$ cat src/rtl/gpia_pkg.sv
// Shared definitions for the GPIA port controller: register map and bus FSM states.
package gpia_pkg;

  localparam logic [1:0] GPIA_ADR_OUT  = 2'd0;
  localparam logic [1:0] GPIA_ADR_DDR  = 2'd1;
  localparam logic [1:0] GPIA_ADR_IN   = 2'd2;
  localparam logic [1:0] GPIA_ADR_EDGE = 2'd3;

  typedef enum logic {
    ST_IDLE,
    ST_ACK
  } bus_state_e;

endpackage

$ cat src/rtl/gpia_sync2.sv
// Single-bit two-flop synchroniser for an asynchronous pad input.
module gpia_sync2 (
  input  logic clk_i,
  input  logic rst_i,
  input  logic d_i,
  output logic q_o
);

  logic meta_q, meta_d;
  logic sync_q, sync_d;

  always_comb begin
    meta_d = d_i;
    sync_d = meta_q;
  end

  always_ff @(posedge clk_i or posedge rst_i) begin
    if (rst_i) begin
      meta_q <= 1'b0;
      sync_q <= 1'b0;
    end else begin
      meta_q <= meta_d;
      sync_q <= sync_d;
    end
  end

  assign q_o = sync_q;

endmodule

$ cat src/rtl/gpia_port_ctrl.sv
// Wishbone-classic slave for one GPIA port: OUT/DDR registers, synchronised IN readback.
// Define GPIA_IRQ_EN to add rising-edge capture (EDGE, W1C) and a level interrupt.
module gpia_port_ctrl #(
  parameter int unsigned WIDTH = 16
) (
  input  logic             clk_i,
  input  logic             rst_i,
  input  logic             cyc_i,
  input  logic             stb_i,
  input  logic             we_i,
  input  logic [1:0]       adr_i,
  input  logic [WIDTH-1:0] dat_i,
  output logic [WIDTH-1:0] dat_o,
  output logic             ack_o,
  input  logic [WIDTH-1:0] port_i,
  output logic [WIDTH-1:0] port_o,
  output logic [WIDTH-1:0] ddr_o,
  output logic             irq_o
);

  import gpia_pkg::*;

  bus_state_e       state_q, state_d;
  logic             ack_q, ack_d;
  logic [WIDTH-1:0] dat_q, dat_d;
  logic [WIDTH-1:0] out_q, out_d;
  logic [WIDTH-1:0] ddr_q, ddr_d;
  logic [WIDTH-1:0] sync;
  logic [WIDTH-1:0] in_val;
  logic [WIDTH-1:0] edge_val;
  logic [WIDTH-1:0] rdata;
  logic             req;

  for (genvar i = 0; i < WIDTH; i++) begin : g_sync
    gpia_sync2 u_sync (
      .clk_i (clk_i),
      .rst_i (rst_i),
      .d_i   (port_i[i]),
      .q_o   (sync[i])
    );
  end

  always_comb begin
    // A held strobe is re-accepted only after the ACK cycle, giving ack every other clock.
    req    = cyc_i & stb_i & (state_q == ST_IDLE);
    in_val = (ddr_q & out_q) | (~ddr_q & sync);
    unique case (adr_i)
      GPIA_ADR_OUT:  rdata = out_q;
      GPIA_ADR_DDR:  rdata = ddr_q;
      GPIA_ADR_IN:   rdata = in_val;
      GPIA_ADR_EDGE: rdata = edge_val;
      default:       rdata = '0;
    endcase
    state_d = req ? ST_ACK : ST_IDLE;
    ack_d   = req;
    dat_d   = req ? rdata : '0;
    out_d   = out_q;
    ddr_d   = ddr_q;
    if (req && we_i && (adr_i == GPIA_ADR_OUT)) out_d = dat_i;
    if (req && we_i && (adr_i == GPIA_ADR_DDR)) ddr_d = dat_i;
  end

  always_ff @(posedge clk_i or posedge rst_i) begin
    if (rst_i) begin
      state_q <= ST_IDLE;
      ack_q   <= 1'b0;
      dat_q   <= '0;
      out_q   <= '0;
      ddr_q   <= '0;
    end else begin
      state_q <= state_d;
      ack_q   <= ack_d;
      dat_q   <= dat_d;
      out_q   <= out_d;
      ddr_q   <= ddr_d;
    end
  end

`ifdef GPIA_IRQ_EN
  logic [WIDTH-1:0] sync_dly_q, sync_dly_d;
  logic [WIDTH-1:0] edge_q, edge_d;
  logic             irq_q, irq_d;
  logic [WIDTH-1:0] clr;

  always_comb begin
    sync_dly_d = sync;
    clr        = (req && we_i && (adr_i == GPIA_ADR_EDGE)) ? dat_i : '0;
    // New rising edge takes priority over a simultaneous clear.
    edge_d     = (edge_q & ~clr) | (sync & ~sync_dly_q & ~ddr_q);
    irq_d      = |edge_q;
  end

  always_ff @(posedge clk_i or posedge rst_i) begin
    if (rst_i) begin
      sync_dly_q <= '0;
      edge_q     <= '0;
      irq_q      <= 1'b0;
    end else begin
      sync_dly_q <= sync_dly_d;
      edge_q     <= edge_d;
      irq_q      <= irq_d;
    end
  end

  assign edge_val = edge_q;
  assign irq_o    = irq_q;
`else
  assign edge_val = '0;
  assign irq_o    = 1'b0;
`endif

  assign ack_o  = ack_q;
  assign dat_o  = dat_q;
  assign port_o = out_q;
  assign ddr_o  = ddr_q;

endmodule

$ cat config.mk
export PLATFORM = sky130hd
export DESIGN_NAME = gpia_port_ctrl
export DESIGN_NICKNAME = d
export VERILOG_FILES = /design/src/rtl/gpia_pkg.sv /design/src/rtl/gpia_sync2.sv /design/src/rtl/gpia_port_ctrl.sv
export SDC_FILE = /design/constraint.sdc
export NUM_CORES = 1
export LEC_CHECK = 0
export CAP_MARGIN = 30
export CORE_AREA = 5 5 94 79
export CTS_CLUSTER_SIZE = 12
export DETAILED_ROUTE_END_ITERATION = 8
export DIE_AREA = 0 0 99 84
export MAX_ROUTING_LAYER = met4
export PLACE_DENSITY_LB_ADDON = 0.12
export SETUP_SLACK_MARGIN = 0.02
export SKIP_CTS_REPAIR_TIMING = 1
export SLEW_MARGIN = 20
export SYNTH_ARGS = -nofsm -noshare
export SYNTH_HDL_FRONTEND = slang
export SYNTH_SLANG_ARGS = --single-unit
export TNS_END_PERCENT = 10
$ cat constraint.sdc
create_clock -name clk_i -period 5.9 [get_ports clk_i]
set_input_delay 1.18 -clock clk_i [delete_from_list [all_inputs] [get_ports clk_i]]
set_output_delay 1.18 -clock clk_i [all_outputs]
set_load 0.1 [all_outputs]
* Yosys cells after proc, flatten, opt, wreduce, memory -nomap -nowiden *
Index checks and enable logic that the tools add are counted.

word-level totals
  output and inout port bits = 50
  input bits = 39
  bits in registers = 82
  word-level logic and storage cells = 54

operators by class
  bitwise logic cells = 7
  equality and inequality tests = 3
  reductions and logical operators = 4
  mux-type cells = 3

operators with widths
  kind                  number
  $pmux W16 S4          1
  $and A16 B16 Y16      2
  $mux W16              1
  $not A16 Y16          1
  $or A16 B16 Y16       1
  $eq A2 B2 Y1 const B  2
  $logic_and A1 B1 Y1   3
  $and A1 B1 Y1         2
  $eq A2 B1 Y1 const B  1
  $logic_not A2 Y1      1
  $mux W1               1
  $not A1 Y1            1

* Logic depth before layout (Yosys ltp) *
  word-level depth = 5
  depth in mapped cells = 5
  gate-level depth less buffers = 3

* Cells and area by module *
Synthesis repeated with hierarchy kept, for this count alone.

unflattened totals
  cells, all modules = 234
  area total of the unflattened synthesis = 3164.3 um2

modules (own cells, without submodules)
  module          cells each  sequential area each (um2)  area an instance (um2)  instances
  gpia_port_ctrl  186         1226.2                      2303.5                  1
  gpia_sync2      3           50.0                        53.8                    16

* Least setup slack after synthesis *
OpenSTA, ideal clock, no wires.

  path type = input port to flip-flop
  from = input cyc_i
  to = register out_q[0], in the netlist port_o[0]
  path slack = 3656 ps
  library setup time = 126 ps
  arrival = 2119 ps
  required time = 5774 ps
  cell stages on the path = 4
  buffers on the path = 1
  cells stage by stage = and2b_1 > nand4_2 > buf_2 > mux2_2

between the ends
  longest elaborated chain between the ends = 4

ends and longest elaborated chain
  what                               RTL line              RTL
  start, declared                    gpia_port_ctrl.sv:8   input logic cyc_i,
  $and A1 B1 Y1 (2 in series)        gpia_port_ctrl.sv:45  req = cyc_i & stb_i & (state_q == ST_IDLE);
  $logic_and A1 B1 Y1 (2 in series)  gpia_port_ctrl.sv:59  if (req && we_i && (adr_i == GPIA_ADR_OUT)) out_d = dat_i;
  end signal, assigned               gpia_port_ctrl.sv:74  out_q <= out_d;
  end, declared                      gpia_port_ctrl.sv:26  logic [WIDTH-1:0] out_q, out_d;

No other way between the ends.
A chain may end at the register's enable or synchronous reset.

* Final worst setup path *
  from = input adr_i[1]
  to = register ddr_q[4], in the netlist ddr_o[4]

between the ends
  longest elaborated chain between the ends = 2

ends and longest elaborated chain
  what                  RTL line              RTL
  start, declared       gpia_port_ctrl.sv:11  input logic [1:0] adr_i,
  $eq A2 B1 Y1          gpia_port_ctrl.sv:60  if (req && we_i && (adr_i == GPIA_ADR_DDR)) ddr_d = dat_i;
  $logic_and A1 B1 Y1   gpia_port_ctrl.sv:60
  end signal, assigned  gpia_port_ctrl.sv:75  ddr_q <= ddr_d;
  end, declared         gpia_port_ctrl.sv:27  logic [WIDTH-1:0] ddr_q, ddr_d;

No other way between the ends.

==> flow_metrics.tcl <==
set metrics [dict create \
    die-area_um2 8316 \
    grt_util_all_layers 0.1698 \
    use_met3 0.07268 \
    fin_crit_ns 3.475 \
    routedWlPerCell_um 16.29 \
    clock-sinks 81 \
    io_pins 89 \
    reg2regPathDepth 3 \
    met1_usage 0.2094 \
    core-area_um2 6520 \
    antenna_cells 0 \
    setup_viol 0 \
    arrival_ns 3.72 \
    dr.pass1.iters 4 \
    layout-drive-gt1-share 0.1736 \
    seq_area_frac_synth 0.6604 \
    final.setup.tns_ns 0 \
    numPortBuffers 87 \
    regToRegEndpoint "port_o[14]$_DFFE_PP0P_" \
    cts_buffers 9 \
    grt_max_degree 42 \
    p_leak_uw 0.001793 \
    nNetsFinal 345 \
    crit_start "adr_i[1]" \
    ant_nets 0 \
    place.gp.congestion 0.7505 \
    worstMarginPinSlew_ns 0.9985 \
    grt_pass1_vias 2053 \
    dr_total_vias 2018 \
    status "finished, final reports clean" \
    synth_nets 256 \
    critPathMaxFanout 22 \
    clock_latency_ns 0.36 \
    die_x_um 99 \
    area_growth_syn_to_layout_pct 36.40 \
    core.rowCount 27 \
    ctsHtreeMaxLevel 3 \
    cts_tree "built" \
    min_period_over_period 0.5891 \
    yosysWarningCount 0 \
    slew_headroom 0.3322 \
    critPathKind "in2reg" \
    critPathCapture "ddr_o[4]$_DFFE_PP0P_" \
    grt_pass1_wl_mm 10.54 \
    yosys-top-cells-count "dfrtp_1 (81), nand3b_1 (26), mux2_2 (22)" \
    rsz0062_at_grt "no" \
    maxCapViolCount 0 \
    hold_viol_final 0 \
    required_ns 6.14 \
    drt_iter0_markers 27 \
    cp-end-kind "flip-flop" \
    r2r_slack_ns 4.10 \
    synthFlopType "dfrtp_1" \
    cts_root_buf "clkbuf_8" \
    ys_async_sr_fraction 1.000 \
    netlist_instances 217 \
    grt_overflow_total 0 \
    holdWs_ns 0.3505 \
    grt_use_met2 0.2598 \
    power.density_nw_per_um2 425.8 \
    drt-total-wl_mm 6.483 \
    viasPerCell 5.070 \
    ir_drop_mv 0.2352 \
    post-dp-hpwl_mm 4.390 \
    min_path_type "reg2reg" \
    clk_path_buf_depth 2 \
    final_util 0.6421 \
    rr_startpoint "ack_o$_DFF_PP0_" \
    gr-max-usage-layer "met2" \
    yosys.cell_types.count 22 \
    die_height_um 84 \
    synthTopCellsByArea "dfrtp_1 (66%), mux2_2 (8.1%), nand3b_1 (6.4%), mux2_4 (4.9%), a31oi_1 (3.3%)" \
    drv_slew 0 \
    syn_area_um2 3069 \
    ys_seq_elements 81 \
    initial_utilization 0.4707 \
    antenna_found_initial 0 \
    syn_avg_cell_area_um2 14.14 \
    synth-edff-count 0 \
    yosys.area.top_type_share 0.6604 \
    post-route-drc-count 0 \
    start_kind "input port" \
    fmax_mhz 287.7 \
    fin_skew_ns 0.006562 \
    clkTransAtPathRegs_ns 0.08 \
    synth_most_common_cell "dfrtp_1" \
    yosysTopAreaCell "dfrtp_1" \
]
[area by class of cell]
type                            instances  area (um^2)
Sequential cell                        81         2027
Clock buffer                           10        137.6
Timing Repair Buffer                   89        885.9
Clock inverter                          6        42.54
Fill cell                             507         2333
Tap cell                               87        108.9
Multi-Input combinational cell        123        975.9
Inverter                                2        8.758
[per-layer routing]
| layer | vias to the layer above | part of all wire |
|---|---|---|
| met5 | - | 0 |
| li1 | 930 | - |
| met3 | 8 | 0.068 |
| met1 | 1018 | 0.43 |
| met4 | 0 | 0.011 |
| met2 | 62 | 0.49 |
[layout by cell type, fill, tap and decap left out, drive strengths merged, types with 4 or more instances in the layout]
cell type      count
clkdlybuf4s50     87
dfrtp             81
mux2              32
nand3b            26
a31oi             16
nand2             14
nand2b            13
clkbuf            10
nor2               4
clkinv             4
[worst max-delay path: stages]
cell and delay [ns]:
clkdlybuf4s50_1 0.84, nor2b_2 0.82, nand4_4 0.44, mux2_4 0.42
[through the flow]
stage               area, um^2  total power, uW  setup WS (ns)  std cells
finish                    4187             1783          2.425        398
global route              4187             1853          2.245        398
CTS                       4187             1796          2.378        398
detailed placement        4006             1430          2.002        382
global placement          4006             1424          2.052        382
floorplan                 3069             1241          2.640        217
[sequential cells by signal (all words and copies together) (netlist names)]
name                  count
ack_o                     1
dat_o                    16
ddr_o                    16
g_sync.u_sync.meta_q     16
g_sync.u_sync.q_o        16
port_o                   16
[logic make-up (layout without fill, tap and decap cells)]
group,count (synthesis),after routing,share of synthesized area
compound gates,22,22,0.04240
buf+inv,13,107,0.02242
flops,81,81,0.6604
mux,32,32,0.1296
other cells,1,1,0.001222
simple gates,68,68,0.1439
[where the power goes]
part	internal [uW]	switching (uW)
sequential	625	60.9
clock	165	202
combinational	198	532
total	988	795
[worst min-delay path by stage]
stage | from | to | slack (ns) | depth (start not counted)
after floorplan | g_sync[0].u_sync.meta_q$_DFF_PP0_ | g_sync[0].u_sync.q_o$_DFF_PP0_ | 0.33 | 0
after global placement | g_sync[13].u_sync.meta_q$_DFF_PP0_ | g_sync[13].u_sync.q_o$_DFF_PP0_ | 0.33 | 0
after detailed placement | g_sync[7].u_sync.meta_q$_DFF_PP0_ | g_sync[7].u_sync.q_o$_DFF_PP0_ | 0.33 | 0
after CTS | g_sync[5].u_sync.meta_q$_DFF_PP0_ | g_sync[5].u_sync.q_o$_DFF_PP0_ | 0.35 | 0
after global routing | g_sync[15].u_sync.meta_q$_DFF_PP0_ | g_sync[15].u_sync.q_o$_DFF_PP0_ | 0.36 | 0
final | g_sync[5].u_sync.meta_q$_DFF_PP0_ | g_sync[5].u_sync.q_o$_DFF_PP0_ | 0.35 | 0
Power figures use the tool's default switching activity.
